===== src/rtl/conv_encoder_axis_pkg.sv =====
// Shared types and helpers for the convolutional encoder slice.
package conv_pkg;

  typedef enum logic {
    RUN  = 1'b0,
    TAIL = 1'b1
  } state_t;

  localparam logic [6:0] PRBS7_SEED = 7'h7F;

  // Even parity over a window of up to nine taps (K <= 9).
  function automatic logic parity(input logic [8:0] v);
    return ^v;
  endfunction

endpackage


===== src/rtl/conv_encoder_axis_prbs7.sv =====
// PRBS-7 (x^7 + x^6 + 1) self-test bit source; advances only when en is high.
module prbs7_gen
  import conv_pkg::*;
(
  input  logic clk,
  input  logic srst,
  input  logic en,
  output logic bit_o
);

  logic [6:0] lfsr;

  // Fibonacci LFSR: feedback from stages 7 and 6, oldest bit presented on bit_o.
  always_ff @(posedge clk or posedge srst) begin
    if (srst) begin
      lfsr <= PRBS7_SEED;
    end else if (en) begin
      lfsr <= {lfsr[5:0], lfsr[6] ^ lfsr[5]};
    end
  end

  assign bit_o = lfsr[6];

endmodule


===== src/rtl/conv_encoder_axis.sv =====
// Rate-1/N feed-forward convolutional encoder with valid/ready streaming,
// optional per-frame zero-tail termination and an optional PRBS-7 data source.
module conv_encoder_axis
  import conv_pkg::*;
#(
  parameter int unsigned  K        = 3,
  parameter int unsigned  N        = 2,
  parameter logic [K-1:0] G [N]    = '{3'b111, 3'b101},
  parameter int unsigned  TERM     = 1,
  parameter int unsigned  USE_PRBS = 0
) (
  input  logic         clk,
  input  logic         srst,
  input  logic         s_valid,
  output logic         s_ready,
  input  logic         s_data,
  input  logic         s_last,
  output logic         m_valid,
  input  logic         m_ready,
  output logic [N-1:0] m_coded,
  output logic         m_last,
  output logic         busy
);

  if (K < 2 || K > 9) begin : g_bad_k
    $error("conv_encoder_axis: K=%0d outside 2..9", K);
  end
  if (N < 2 || N > 4) begin : g_bad_n
    $error("conv_encoder_axis: N=%0d outside 2..4", N);
  end

  localparam logic TERM_EN = (TERM != 0);

  state_t       state;
  logic [K-2:0] sr;
  logic [3:0]   tail_cnt;
  logic         u_in;
  logic         u;
  logic         load;
  logic         accept;
  logic         tail_step;
  logic [K-1:0] w;
  logic [N-1:0] coded;

  if (USE_PRBS != 0) begin : g_prbs
    logic prbs_bit;
    prbs7_gen u_prbs (
      .clk   (clk),
      .srst  (srst),
      .en    (accept),
      .bit_o (prbs_bit)
    );
    assign u_in = prbs_bit;
  end else begin : g_data
    assign u_in = s_data;
  end

  assign load      = !m_valid || m_ready;
  assign s_ready   = !srst && (state == RUN) && load;
  assign accept    = s_valid && s_ready;
  assign tail_step = (state == TAIL) && load;
  assign busy      = (state == TAIL) || m_valid;

  // Encoder window: current bit on top, tail steps feed zeros.
  always_comb begin
    u     = (state == TAIL) ? 1'b0 : u_in;
    w     = {u, sr};
    coded = '0;
    for (int unsigned n = 0; n < N; n++) begin
      coded[n] = parity(9'(w & G[n]));
    end
  end

  // FSM, shift register and single output register; w[K-1:1] is the shifted
  // register for every K, including K=2 where it collapses to the bit itself.
  always_ff @(posedge clk or posedge srst) begin
    if (srst) begin
      state    <= RUN;
      sr       <= '0;
      tail_cnt <= '0;
      m_valid  <= 1'b0;
      m_coded  <= '0;
      m_last   <= 1'b0;
    end else begin
      if (load) begin
        m_valid <= 1'b0;
        m_last  <= 1'b0;
      end
      if (accept) begin
        m_valid <= 1'b1;
        m_coded <= coded;
        if (s_last && TERM_EN) begin
          sr       <= w[K-1:1];
          state    <= TAIL;
          tail_cnt <= 4'(K - 2);
          m_last   <= 1'b0;
        end else if (s_last) begin
          m_last <= 1'b1;
        end else begin
          sr     <= w[K-1:1];
          m_last <= 1'b0;
        end
      end else if (tail_step) begin
        m_valid <= 1'b1;
        m_coded <= coded;
        if (tail_cnt == '0) begin
          sr     <= '0;
          m_last <= 1'b1;
          state  <= RUN;
        end else begin
          sr       <= w[K-1:1];
          m_last   <= 1'b0;
          tail_cnt <= tail_cnt - 4'd1;
        end
      end
    end
  end

endmodule


===== config.mk =====
export PLATFORM = sky130hd
export DESIGN_NAME = conv_encoder_axis
export DESIGN_NICKNAME = d
export VERILOG_FILES = /design/src/rtl/conv_encoder_axis_pkg.sv /design/src/rtl/conv_encoder_axis_prbs7.sv /design/src/rtl/conv_encoder_axis.sv
export SDC_FILE = /design/constraint.sdc
export NUM_CORES = 1
export LEC_CHECK = 0
export CELL_PAD_IN_SITES_DETAIL_PLACEMENT = 1
export CELL_PAD_IN_SITES_GLOBAL_PLACEMENT = 1
export CORE_AREA = 2 2 43 45
export DETAILED_ROUTE_END_ITERATION = 8
export DIE_AREA = 0 0 45 47
export PLACE_DENSITY_LB_ADDON = 0.1
export SYNTH_ARGS = -nofsm -noshare
export SYNTH_HDL_FRONTEND = slang
export SYNTH_SLANG_ARGS = --single-unit

===== constraint.sdc =====
create_clock -name clk -period 2.2 [get_ports clk]
set_input_delay 0.55 -clock clk [delete_from_list [all_inputs] [get_ports clk]]
set_output_delay 0.55 -clock clk [all_outputs]
set_load 0.02 [all_outputs]

== Word-level counts from Yosys, hierarchy flattened ==
Cells that the tools add are included.
Word-level totals
  logic and storage cells: 46
  input port bits: 6
  register bits after elaboration: 11
  output and inout port bits: 6
Operators by class
  equality and inequality tests: 2
  mux-type cells: 20
  reduce and logical (&&, ||, !) cells: 16
  add/sub/neg operators: 1
  bitwise operators: 1
Operators by type and width (number)
  parity 9 bit: 2
  2-to-1 mux 4 bit: 4
  2-to-1 mux 1 bit: 11
  2-to-1 mux 2 bit: 5
  AND reduction 3 bit: 2
  logical AND 1 bit: 4
  zero test 4 bit: 1
  inequality test 2 bit (second input constant): 2
  nonzero test 2 bit: 2
  subtractor 4 x 1 -> 4 bit (second input constant): 1
  nonzero test 3 bit: 1
  zero test 1 bit: 2
  logical OR 1 bit: 2
  NOT 1 bit: 1

== Longest topological paths before layout ==
  word-level depth: 6
  gate-level depth with buffers: 6

== Least setup slack after synthesis ==
OpenSTA, ideal clock, no wires.
  path type: register to output
  from: register m_valid
  to: output port s_ready
  data required time: 1.650 ns
  path buffers: 0
  path slack: 0.532 ns
  stages on the path, launching flop included: 3
  arrival: 1.118 ns
  path through: dfrtp_1 -> nor2b_1 -> nor3_1
Between the ends
  word-level cells in the longest chain between the ends: 3
RTL lines
  start: declaration: line conv_encoder_axis.sv:18  | output logic m_valid,
  start signal: assignment: line conv_encoder_axis.sv:81  | m_valid <= 1'b0;
  start signal: assignment: line conv_encoder_axis.sv:86  | m_valid <= 1'b0;
  start signal: assignment: line conv_encoder_axis.sv:90  | m_valid <= 1'b1;
  zero test 1 bit: line conv_encoder_axis.sv:58  | assign load = !m_valid || m_ready;
  logical OR 1 bit: line conv_encoder_axis.sv:58
  logical AND 1 bit: line conv_encoder_axis.sv:59  | assign s_ready = !srst && (state == RUN) && load;
  end: declaration: line conv_encoder_axis.sv:15  | output logic s_ready,
Every way passes these cells.

== Worst setup path in the final report ==
  from: input port m_ready
  to: output port s_ready
Between the ends
  word-level cells in the longest chain between the ends: 2
RTL lines
  start: declaration: line conv_encoder_axis.sv:19  | input logic m_ready,
  logical OR 1 bit: line conv_encoder_axis.sv:58
  logical AND 1 bit: line conv_encoder_axis.sv:59
Every way passes these cells.

==> impl_metrics.py <==
metrics = {
    "status": {
        "status": "completed",
    },
    "layout": {
        "n_antenna_cell": 0,
        "multiInputGateArea_um2": 269.0,
        "ff_latch_area_um2": 275.3,
        "fin_area_um2": 745.7,
        "nets": 84,
        "nFillCells": 191,
        "drive_above_1_share_pct": 17.33,
        "synthToLayoutAreaGrowth_pct": 31.57,
    },
    "min_path": {
        "holdPathStages": 2,
        "holdCritPathClass": "reg -> reg",
    },
    "setup_path": {
        "rr_worst_depth": 5,
        "arrival_ns": 1.55,
        "worstSetupPathType": "in -> out",
        "end_kind": "output pin",
        "cp.required_ns": 1.65,
        "crit_fanout": 2,
        "crit_path_start_kind": "primary input",
    },
    "synthesis": {
        "yosysWarnings": 0,
        "synth_edf_count": 0,
        "ys_seq_area_share_pct": 48.57,
        "async_flop_share_pct": 100.0,
        "yosys-top-cells-count": "dfrtp_1, nand2_1, o21ai_0",
        "yosysMostFrequentCell": "dfrtp_1",
        "syn_area_um2": 566.8,
        "synth_top_cell_by_area": "dfrtp_1",
        "synth_area_per_cell_um2": 9.944,
        "synth_seq_cells": 11,
        "syn_inst": 57,
        "synth_top_cell_area_share_pct": 48.57,
        "synth_area_leaders": "dfrtp_1, nand2_1, ha_1",
        "synth_cell_type_count": 25,
        "syn_nets": 65,
        "synth_flop_cell": "dfrtp_1",
    },
    "floorplan": {
        "dieWidth_um": 45,
        "core_mm2": 0.001652,
        "rows": 15,
        "fp.dieH_um": 47,
        "die_area_mm2": 0.002115,
        "num_io_pins": 12,
        "initial_core_util_pct": 34.32,
    },
    "clock_network": {
        "cts_setup_buffers": 0,
        "cts_hold_buf": 0,
        "cts_tree": "done",
        "worst_skew_pair.late_latency_ns": 0.27,
        "clk_path_buf_depth": 2,
        "clkSinkCount": 11,
        "cts.clk_slew.worst_paths_ns": 0.07,
        "cts_buffers": 3,
        "clock-root-buffer": "clkbuf_4",
        "h-tree-depth": 1,
    },
    "sta": {
        "finalCriticalPeriod_ns": 2.101,
        "finalHoldViolCount": 0,
        "timing.setup.tns_ns": 0,
        "rsz0062_at_grt": "no",
        "skew_ns": 0.008222,
        "slew_violations": 0,
        "relSlewSlack_pct": 68.88,
        "fmax_mhz": 475.9,
        "setup_viol": 0,
        "fin_crit_sh_pct": 95.51,
        "tightest_slew_ns": 0.4636,
        "postLayoutSetupSlackWorst_ns": 0.09873,
    },
    "power": {
        "swShare_pct": 39.89,
        "combinationalPowerShare_pct": 51.5,
        "ir_worst_vdd_mv": 0.5873,
        "leakage_nw": 0.3362,
        "clockPowerShare_pct": 13.8,
        "power_density_mw_per_mm2": 1381,
        "pwr-share-seq_pct": 34.7,
        "p_total_mw": 1.030,
        "p_int_uw": 618.8,
        "power_switching_uw": 410.7,
    },
    "place": {
        "numPortBuffers": 11,
        "dpl_cell_area_um2": 720.7,
        "place_hpwl_um": 937.1,
        "dp_slack_ns": -0.1980,
        "gp_congestion": 0.7018,
    },
    "drt": {
        "routed_wirelength_um": 1275,
        "avgViaCountPerCell": 5.217,
        "final_antenna_net_count": 0,
        "dr_total_vias": 480,
        "wl_per_cell_um": 13.86,
        "dr.first_iter.drc_count": 9,
        "dr.pass1.iters": 4,
        "drc_errors": 0,
    },
    "global_route": {
        "grt-ovfl-total": 0,
        "track_usage_pct": 14.56,
        "grt_pass1_wl_um": 2104,
        "first_global_vias": 470,
        "grt_max_degree": 12,
        "antenna_found_initial": 0,
    },
    "job": {
        "cap_violations": 0,
    },
}
==> final timing paths <==
check                            start          end  slack [ns]
setup / recovery               m_ready      s_ready         0.1
hold / removal              m_coded[1]   m_coded[1]        0.48
setup reg to reg           tail_cnt[0]  tail_cnt[1]        0.57
hold reg to reg             m_coded[1]   m_coded[1]        0.48
max in group asynchronous         srst   m_coded[0]        1.13
min in group asynchronous         srst       m_last        0.75
==> power groups by stage <==
stage	Combinational, mW	Clock [mW]	Sequential (mW)
after floorplan	0.328	0	0.381
after global placement	0.527	0	0.361
after detailed placement	0.540	0	0.363
after CTS	0.539	0.151	0.359
after global routing	0.591	0.161	0.374
final	0.530	0.142	0.358
==> registers in the layout, indices dropped and copies added, names as in the netlist <==
| signal | count |
|---|---|
| m_coded | 2 |
| m_valid | 1 |
| tail_cnt | 4 |
| sr | 2 |
| state | 1 |
| m_last | 1 |
==> metrics by stage <==
step	util, %	cells	hold WS (ns)
CTS	45.15	92	0.4865
floorplan	-	57	0.4024
global route	45.15	92	0.5141
detailed placement	43.64	88	0.4692
global placement	43.64	88	0.4617
finish	45.15	92	0.4759
==> routing by layer <==
layer	vias to the layer above	part of all wire, %	global-route usage (%)
met5	-	0	0
met4	0	0.94	7.059
met3	2	4.9	5.000
met2	12	48	23.43
met1	234	46	17.49
li1	232	-	-
==> timing repair <==
item	CTS	global route
resized for setup	1	0
setup endpoints to repair	1	0
endpoints found under the hold margin	0	0
==> placed cells by master (no fill, tap or decap), drive strengths merged, types with 2 or more instances in the layout <==
cell type / synthesis / final
o21ai: 7 / 7
or2: 3 / 3
nor2b: 3 / 3
buf: 1 / 4
ha: 2 / 2
inv: 4 / 4
nor3: 2 / 2
clkdlybuf4s50: 0 / 10
dfrtp: 11 / 11
a31oi: 2 / 2
nand2: 8 / 8
a21oi: 4 / 4
clkbuf: 0 / 4
==> worst max-delay path, cell delays in order <==
cell	delay [ns]
clkdlybuf4s50_1	0.47
nor2b_1	0.06
nor3_1	0.12
dlygate4sd2_1	0.35
==> cells by family after synthesis <==
group,share of synthesized area (%)
muxes,1.766
buffers and inverters,3.973
adders and majority gates,4.414
AOI/OAI and AO/OA,16.11
and+or+nand+nor,22.08
xor gates and xnor gates,3.091
DFF,48.56
==> area by class of cell <==
cell class                      instances  share of cell area (%)
Tap cell                               17                   2.852
Clock buffer                            4                   3.523
Inverter                                4                   2.013
Sequential cell                        11                   36.91
Multi-Input combinational cell         41                   36.07
Timing Repair Buffer                   15                   18.62
Power figures use the tool's default switching activity.
